### src/rtl/keccak_perm_arbiter.sv
// Round-robin arbiter/sequencer sharing one Keccak-f[1600] datapath among NUM_REQ requesters.
// Outputs decode registered state only; no input-to-output combinational path.
module keccak_perm_arbiter #(
  parameter int unsigned NUM_REQ    = 2,
  parameter int unsigned NUM_ROUNDS = 24,
  localparam int unsigned IDX_W     = $clog2(NUM_REQ),
  localparam int unsigned CNT_W     = $clog2(NUM_ROUNDS + 1)
) (
  input  logic               clk_i,
  input  logic               rst_ni,
  input  logic [NUM_REQ-1:0] req_i,
  input  logic               ready_dp_i,
  output logic               start_dp_o,
  output logic [NUM_REQ-1:0] gnt_o,
  output logic [IDX_W-1:0]   gnt_idx_o,
  output logic [NUM_REQ-1:0] done_o,
  output logic               busy_o,
  output logic               keccak_intr
);

  typedef enum logic [1:0] {
    S_IDLE,
    S_START,
    S_RUN,
    S_DONE
  } state_t;

  state_t             r_state, w_state_nxt;
  logic [CNT_W-1:0]   r_cnt, w_cnt_nxt;
  logic [IDX_W-1:0]   r_gnt_idx, w_gnt_idx_nxt;
  logic [IDX_W-1:0]   r_last_idx, w_last_idx_nxt;
  logic [IDX_W-1:0]   w_cand;
  logic [IDX_W-1:0]   w_winner;
  logic               w_found;
  logic [NUM_REQ-1:0] w_onehot;

  // Scan starts one past the previous owner and wraps, giving round-robin order.
  always_comb begin
    w_cand   = '0;
    w_winner = '0;
    w_found  = 1'b0;
    for (int unsigned i = 1; i <= NUM_REQ; i++) begin
      w_cand = IDX_W'((32'(r_last_idx) + i) % NUM_REQ);
      if (!w_found && req_i[w_cand]) begin
        w_winner = w_cand;
        w_found  = 1'b1;
      end
    end
  end

  always_comb begin
    w_state_nxt    = r_state;
    w_cnt_nxt      = r_cnt;
    w_gnt_idx_nxt  = r_gnt_idx;
    w_last_idx_nxt = r_last_idx;
    case (r_state)
      S_IDLE: begin
        if (w_found && ready_dp_i) begin
          w_gnt_idx_nxt = w_winner;
          w_state_nxt   = S_START;
        end
      end
      S_START: begin
        w_cnt_nxt   = '0;
        w_state_nxt = S_RUN;
      end
      S_RUN: begin
        if (r_cnt == CNT_W'(NUM_ROUNDS - 1)) begin
          w_state_nxt = S_DONE;
        end else begin
          w_cnt_nxt = r_cnt + CNT_W'(1);
        end
      end
      S_DONE: begin
        w_last_idx_nxt = r_gnt_idx;
        w_state_nxt    = S_IDLE;
      end
      default: w_state_nxt = S_IDLE;
    endcase
  end

  always_ff @(posedge clk_i) begin
    if (!rst_ni) begin
      r_state    <= S_IDLE;
      r_cnt      <= '0;
      r_gnt_idx  <= '0;
      r_last_idx <= IDX_W'(NUM_REQ - 1);
    end else begin
      r_state    <= w_state_nxt;
      r_cnt      <= w_cnt_nxt;
      r_gnt_idx  <= w_gnt_idx_nxt;
      r_last_idx <= w_last_idx_nxt;
    end
  end

  assign w_onehot    = NUM_REQ'(1) << r_gnt_idx;
  assign start_dp_o  = (r_state == S_START);
  assign gnt_o       = (r_state != S_IDLE) ? w_onehot : '0;
  assign done_o      = (r_state == S_DONE) ? w_onehot : '0;
  assign gnt_idx_o   = r_gnt_idx;
  assign busy_o      = (r_state != S_IDLE);
  assign keccak_intr = (r_state == S_DONE);

endmodule

### config.mk
export PLATFORM = sky130hd
export DESIGN_NAME = keccak_perm_arbiter
export DESIGN_NICKNAME = d
export VERILOG_FILES = /design/src/rtl/keccak_perm_arbiter.sv
export SDC_FILE = /design/constraint.sdc
export NUM_CORES = 1
export LEC_CHECK = 0
export ABC_CLOCK_PERIOD_IN_PS = 1400
export CAP_MARGIN = 20
export CORE_AREA = 2 2 39 41
export CTS_CLUSTER_SIZE = 16
export DETAILED_ROUTE_END_ITERATION = 6
export DIE_AREA = 0 0 41 43
export HOLD_SLACK_MARGIN = 0.02
export PLACE_DENSITY = 0.68
export SYNTH_ARGS = -nofsm -noshare
export SYNTH_HDL_FRONTEND = slang
export SYNTH_SLANG_ARGS = --single-unit
### constraint.sdc
create_clock -name clk_i -period 1.4 [get_ports clk_i]
set_input_delay 0.28 -clock clk_i [delete_from_list [all_inputs] [get_ports clk_i]]
set_output_delay 0.28 -clock clk_i [all_outputs]
set_load 0.1 [all_outputs]
==> out/qor_table.md, run 1 <==
| Result | Value |
|---|---|
| Setup repair after global routing missed its margin | true |
| Core outline area | 1380 µm² |
| Clock H-tree levels | 1 |
| Post-layout nets | 101 |
| Number of I/O pins | 13 |
| Final Max Slew Viols | 0 |
| Number of diodes | 0 |
| WP data required | 1.12 ns |
| Maximum clock frequency | 651 MHz |
| Global-route wire length before repair | 2350 µm |
| Core occupancy in the finished layout | 0.701 |
| RD Place Congestion | 0.815 |
| FP Rows | 14 |
| Routed wire length | 1450 µm |
| Start-to-end type of the worst setup path | flop to output pin |
| Die Height | 43 µm |
| Setup violators final | 7 |
| Number of register bits inferred by synthesis | 9 |
| Status | complete, but fails checks |
| Power Density | 2160 nW/µm² |
| Drt via density | 5.30 |
| Mapped Cells | 62 |
| Leakage power | 0.000361 µW |
| Die area | 1760 µm² |
| Pre-CTS setup slack | 0.00961 ns |
| Share of synthesized flip-flops with an asynchronous set or reset | 0 |
| Final Hold Violating Endpoints | 0 |
| Least-Margin Pin Slew | 0.235 ns |
| Combined global-route utilization of all metal layers | 0.198 |
| Violated checks | setup timing |
| Critical path's largest stage delay | 0.35 ns |
| Starting Density | 0.373 |
| Final cycle utilization of the critical path | 1.10 |
| Number of buffers inserted during clock tree synthesis | 3 |
| Die width | 41 µm |
| Library cell occupying the most area in the post-synthesis netlist | dfxtp_1 |
| Vias in the first global route | 544 |
| Area growth from synthesis to layout | 87.7% |
| Cell Area, Synth | 517 µm² |
| DRC viols | 0 |
| Synthesized Nets | 72 |
| Number of iterations in the first detailed-routing pass | 4 |
| Nature of the critical path startpoint | flop |
| Clock sink count | 9 |
| Antenna violations before repair | 0 |
| Start point of the worst min-delay path | r_last_idx |
| Fillcell total | 108 |
| Start point of the critical path | r_state[0] |
| Ordered cell list for the critical path | inv_2 > buf_6 > ha_4 > nor2b_4 > buf_12 |
| IR Drop Worst-Case VDD | 0.00129 V |
| Share of layout cells above drive strength 1 | 0.511 |
| Wire per inst | 13.7 µm |
| Half-perimeter wire length of the detailed placement result | 1050 µm |
| Worst-path fanout max | 5 |
| Leading cell types by total area after synthesis | dfxtp_1 35%, ha_1 12%, a21oi_1 5.8%, nand3_1 5.8%, inv_1 5.1% |
| Final worst clock skew | 0.00664 ns |
| Number of standard cells in the layout, taps in and fillers out | 106 |
| Fraction of post-synthesis cell area in the top cell type by area | 0.349 |
| Number of different library cells in the post-synthesis netlist | 26 |
| Aggregate global routing overflow | 0 |
| Number of synthesized flops with an enable pin | 0 |
| Endpoint kind of the worst setup timing path | output pin |
| Min Clock Period, post-route | 1.54 ns |
| Antenna-violating nets left | 0 |
| Cell at the root of the clock tree | clkbuf_4 |
| Sequential share of the synthesized area | 0.349 |
| Worst hold path class | flop to flop |
| Main synth FF type | dfxtp_1 |
| Minimum setup slack in the final design | -0.136 ns |
| Pin count of the biggest net entering global routing | 12 |
| CTS tree | yes |
| Signal arrival time at the worst endpoint | 1.26 ns |
| Number of DRC violations after detailed-routing iteration 0 | 12 |
| Post-route design area | 970 µm² |
| Startpoint of the worst-slack reg-to-reg timing path | r_cnt[0] |
| Average instance area after synthesis | 8.33 µm² |
| Buffers on Ports | 12 |
| Total via count in the routed design | 562 |
| Longest Clk Path Bufs | 2 |
| Max-Slew Margin vs Limit | 0.843 |
| Highest-delay cell along the critical path | dfxtp_2 |
| Number of max-cap violations | 0 |
| Clock latency of the later-clocked register in the worst-skew pair | 0.26 ns |
| Area post-placement | 873 µm² |
| Clock-pin slew reported for the worst setup and hold paths after clock tree synthesis | 0.07 ns |
| Post-placement cell count | 99 |
| Warnings from Yosys | 0 |
[layout by cell type (no fill, tap or decap), types with 3 or more instances in the layout]
cell,netlist,layout
a21oi_1,6,6
buf_12,0,8
buf_4,0,11
clkbuf_4,0,3
clkdlybuf4s50_1,0,4
dfxtp_1,9,6
ha_4,0,4
inv_4,0,3
nand2_1,5,5
nand3_1,6,6
[synthesized netlist by cell type, drive strengths merged (2+ instances only)]
| cell type | n |
|---|---|
| ha | 5 |
| inv | 7 |
| o21ai | 2 |
| or3 | 2 |
| o211ai | 2 |
| dfxtp | 9 |
| nor3 | 2 |
| nand2 | 5 |
| a21oi | 6 |
| nor2 | 2 |
| nand3 | 6 |
[where the power goes]
group          total (µW)  leakage, µW  switching [µW]  internal, µW
clock                 204    0.0000150            93.6           110
sequential            387    0.0000749            71.6           316
combinational        1510     0.000271             893           612
[layer usage]
metal	up-vias	track usage	part of all wire	wire (µm)
met2	5	0.281	0.52	759
met5	-	0	0	0
met3	2	0.0681	0.017	25
li1	280	-	-	-
met4	0	0.0867	0.011	16
met1	275	0.262	0.45	653
[critical path: cells and delay by family (launching register included)]
kind          cells  cell delay [ns]
fa+ha+maj         1             0.18
flops             1             0.35
simple gates      1             0.13
buf+inv           3             0.33
[cell families after synthesis]
logic type,Yosys count,share of synthesized area
AOI/OAI and AO/OA,15,0.189
and+or+nand+nor,24,0.262
adders and majority gates,5,0.121
DFF,9,0.349
muxes,1,0.0194
buffers and inverters,8,0.0605
[layout make-up]
type | count | area [µm²] | share of cell area
inverter | 7 | 37.5 | 0.0387
clock buffer | 4 | 26.3 | 0.0271
multi-input combinational | 45 | 392 | 0.404
sequential | 9 | 189 | 0.195
tap | 16 | 20.0 | 0.0206
timing repair buffer | 25 | 305 | 0.315
[stage by stage]
stage | hold slack, ns | setup TNS, ns | power (µW)
5_1_grt | 0.530 | -0.953 | 2180
6_report | 0.506 | -0.696 | 2100
2_1_floorplan | 0.404 | -0.444 | 1270
3_3_place_gp | 0.467 | 0 | 1710
3_5_place_dp | 0.493 | 0 | 1730
4_1_cts | 0.509 | -0.677 | 2070
[flip-flops by register name (all words and copies together) (netlist names)]
signal,cells
gnt_idx_o,1
r_cnt,5
r_last_idx,1
r_state,2
[path summary, 6_finish.rpt]
kind,endpoint,slack (ns),depth (start not counted)
max,gnt_o[1],-0.14,5
min,r_last_idx,0.51,1
max reg2reg,r_cnt[3],-0.01,4
min reg2reg,r_last_idx,0.51,1
[repair_timing]
action	CTS	global route
cloned	0	0
pin swaps	2	3
resized for setup	11	3
setup buffers	3	1
setup endpoints to repair	7	9
hold buffers	0	0
Power figures use the tool's default switching activity.
==> run 2: changes to the inputs <==
--- a/config.mk
+++ b/config.mk
@@ -5,6 +5,7 @@
 export SDC_FILE = /design/constraint.sdc
 export NUM_CORES = 1
 export LEC_CHECK = 0
+export ABC_AREA = 0
 export ABC_CLOCK_PERIOD_IN_PS = 1400
 export CAP_MARGIN = 20
 export CORE_AREA = 2 2 39 41
==> results of run 2 <==
Final layout, timing and power as in run 1 (identical DEF).
==> run 3: changes to the inputs <==
--- a/config.mk
+++ b/config.mk
@@ -6,14 +6,15 @@
 export NUM_CORES = 1
 export LEC_CHECK = 0
 export ABC_AREA = 0
-export ABC_CLOCK_PERIOD_IN_PS = 1400
+export ABC_CLOCK_PERIOD_IN_PS = 1500
 export CAP_MARGIN = 20
 export CORE_AREA = 2 2 39 41
 export CTS_CLUSTER_SIZE = 16
 export DETAILED_ROUTE_END_ITERATION = 6
 export DIE_AREA = 0 0 41 43
+export GPL_TIMING_DRIVEN = 1
 export HOLD_SLACK_MARGIN = 0.02
-export PLACE_DENSITY = 0.68
+export PLACE_DENSITY = 0.66
 export SYNTH_ARGS = -nofsm -noshare
 export SYNTH_HDL_FRONTEND = slang
 export SYNTH_SLANG_ARGS = --single-unit
==> constraint.sdc (replaced) <==
create_clock -name clk_i -period 1.5 [get_ports clk_i]
set_input_delay 0.3 -clock clk_i [delete_from_list [all_inputs] [get_ports clk_i]]
set_output_delay 0.3 -clock clk_i [all_outputs]
set_load 0.1 [all_outputs]
==> run 3 against run 2 <==
- the flow still finishes with violations (setup timing)
- sequential power fell by 3%
- wire length fell by 15%
- critical path depth fell by 1
- clock-buffer cell count did not move
- utilization fell by 6.5 points
- critical path type unchanged
- largest power group unchanged
==> out/qor_table.md, run 3 (same netlist as run 1, synthesis figures left out) <==
| Result | Value | vs previous |
|---|---|---|
| Routed wire length | 1230 µm | was 1450 µm |
| Cell at the root of the clock tree | clkbuf_4 | unchanged |
| Number of iterations in the first detailed-routing pass | 4 | unchanged |
| Global-route wire length before repair | 2100 µm | was 2350 µm |
| Final Power | 1840 µW | was 2100 µW |
| Number of DRC violations after detailed-routing iteration 0 | 9 | was 12 |
| Status | complete, but fails checks | unchanged |
| Total via count in the routed design | 528 | was 562 |
| Die Height | 43 µm | unchanged |
| Least-Margin Pin Slew | 0.227 ns | was 0.235 ns |
| Flip-flop count of the largest register, all copies and words added | 5 | unchanged |
| Clock sink count | 9 | unchanged |
| Fillcell total | 107 | was 108 |
| Die area | 1760 µm² | unchanged |
| Number of I/O pins | 13 | unchanged |
| Min Clock Period, post-route | 1.50 ns |  |
| Commonest non-fill, non-tap cell in the layout | buf_12 | was buf_4 |
| IR Drop Worst-Case VDD | 0.00101 V | was 0.00129 V |
| Final worst clock skew | 0.00280 ns | was 0.00664 ns |
| Register with the most flip-flops | r_cnt | unchanged |
| Number of buffers inserted during clock tree synthesis | 3 | unchanged |
| RD Place Congestion | 0.797 | was 0.815 |
| Setup repair after global routing missed its margin | true | unchanged |
| Power Density | 2090 nW/µm² | was 2160 nW/µm² |
| Wire per inst | 12.5 µm | was 13.7 µm |
| Buffers on Ports | 12 | unchanged |
| Die width | 41 µm | unchanged |
| Half-perimeter wire length of the detailed placement result | 926 µm | was 1050 µm |
| Antenna-violating nets left | 0 | unchanged |
| Violated checks | setup timing | unchanged |
| Clock-pin slew reported for the worst setup and hold paths after clock tree synthesis | 0.07 ns | about the same |
| Start-to-end type of the worst setup path | flop to output pin | unchanged |
| Aggregate global routing overflow | 0 | unchanged |
| Drt via density | 5.33 | was 5.30 |
| Number of diodes | 0 | unchanged |
| Combined global-route utilization of all metal layers | 0.177 | was 0.198 |
| Post-layout nets | 94 | was 101 |
| Endpoint kind of the worst setup timing path | output pin | unchanged |
| Highest-delay cell along the critical path | dfxtp_4 | was dfxtp_2 |
| Post-route design area | 880 µm² | was 970 µm² |
| Area growth from synthesis to layout | 70.2% | was 87.7% |
| Area used by sequential logic in the layout | 191 µm² | was 189 µm² |
| Number of hold buffers added after CTS | 0 | unchanged |
| Clock H-tree levels | 1 | unchanged |
| Number of max-cap violations | 0 | unchanged |
| Nature of the critical path startpoint | flop | unchanged |
| Minimum setup slack in the final design | -0.00385 ns | was -0.136 ns |
| Antenna violations before repair | 0 | unchanged |
| Commonest cells after routing, fill and taps aside | 8 x buf_12, 6 x a21oi_1, 6 x nand3_1, 6 x buf_4, 6 x dfxtp_1 | was 11 x buf_4, 8 x buf_12, 6 x a21oi_1, 6 x nand3_1, 6 x dfxtp_1 |
| Area taken by multi-input logic gates | 362 µm² | was 392 µm² |
| Final Max Slew Viols | 0 | unchanged |
| DRC viols | 0 | unchanged |
| WP data required | 1.20 ns | was 1.12 ns |
| Largest registers | r_cnt: 5 flops, r_state: 2 flops | unchanged |
| Final cycle utilization of the critical path | 1.00 |  |
| Longest Clk Path Bufs | 2 | unchanged |
| Critical path's largest stage delay | 0.39 ns | was 0.35 ns |
| Leakage power | 0.000321 µW | was 0.000361 µW |
| Pin count of the biggest net entering global routing | 12 | unchanged |
| Starting Density | 0.373 | unchanged |
| Core outline area | 1380 µm² | unchanged |
| Maximum clock frequency | 665 MHz |  |
| Setup violators final | 1 | was 7 |
| Share of layout cells above drive strength 1 | 0.422 | was 0.511 |
| FP Rows | 14 | unchanged |
| CTS tree | yes | unchanged |
| Vias in the first global route | 486 | was 544 |
| Area post-placement | 812 µm² | was 873 µm² |
| Ordered cell list for the critical path | inv_4 > ha_4 > nor2b_4 > buf_12 | was inv_2 > buf_6 > ha_4 > nor2b_4 > buf_12 |
| Final Hold Violating Endpoints | 0 | unchanged |
| Clock latency of the later-clocked register in the worst-skew pair | 0.26 ns | about the same |
| Worst hold path class | flop to flop | unchanged |
| Signal arrival time at the worst endpoint | 1.20 ns | was 1.26 ns |
| Worst-path fanout max | 5 | unchanged |
| Max-Slew Margin vs Limit | 0.849 | was 0.843 |
## run 3: changes by cell type in the layout (fill, tap and decap cells not counted)
cell and change:
buf_4 -5, and2_2 +1, and2_4 -1, inv_4 -1, or4_1 +1, inv_1 +1
ha_1 +2, dfxtp_2 -1, ha_4 -2, dfxtp_4 +1, or4_4 -1, buf_6 -2
## run 3: timing repair
item | 4_1_cts | 5_1_grt
buffers inserted | 1 | 1
pin swaps | 1 | 1
endpoints found under the setup margin | 5 | 8
resized for setup | 8 | 2
gates cloned | 0 | 0
## run 3: cell type report
class	count	share of cell area
Timing Repair Buffer	18	0.279
Clock buffer	4	0.0299
Tap cell	16	0.0228
Sequential cell	9	0.218
Multi-Input combinational cell	45	0.411
Inverter	7	0.0398
## run 3: critical path, delay by kind of cell (launching register included)
| family | cells | cell delay (ns) |
|---|---|---|
| simple gates | 1 | 0.13 |
| fa+ha+maj | 1 | 0.19 |
| flops | 1 | 0.39 |
| buf+inv | 2 | 0.23 |
## run 3: final timing paths
| kind | from | slack, ns | to | cells past startpoint |
|---|---|---|---|---|
| setup reg to reg | r_cnt[0] | 0.10 | r_cnt[3] | 4 |
| hold / removal | r_last_idx | 0.49 | r_last_idx | 1 |
| hold reg to reg | r_last_idx | 0.49 | r_last_idx | 1 |
| setup / recovery | r_state[1] | -0.004 | gnt_o[1] | 4 |
## run 3: power breakdown
| group | switching [µW] | internal [µW] |
|---|---|---|
| logic | 772 | 497 |
| registers | 75.6 | 298 |
| clock network | 92.1 | 103 |
## run 3: metrics by stage
| stage | utilization | worst slack [ns] | hold WS (ns) | instances | TNS, ns |
|---|---|---|---|---|---|
| detailed placement | 0.587 | 0.0780 | 0.476 | 93 | 0 |
| floorplan | - | -0.176 | 0.424 | 62 | -0.255 |
| finish | 0.636 | -0.00385 | 0.493 | 99 | -0.00385 |
| CTS | 0.627 | -0.0147 | 0.493 | 98 | -0.0154 |
| global placement | 0.587 | 0.104 | 0.468 | 93 | 0 |
| global route | 0.636 | -0.0475 | 0.507 | 99 | -0.115 |
## run 3: layer usage
metal  routed length (µm)  track usage
met1                  594        0.252
met2                  580        0.241
met3                   42       0.0628
met4                   17       0.0600
met5                    0            0
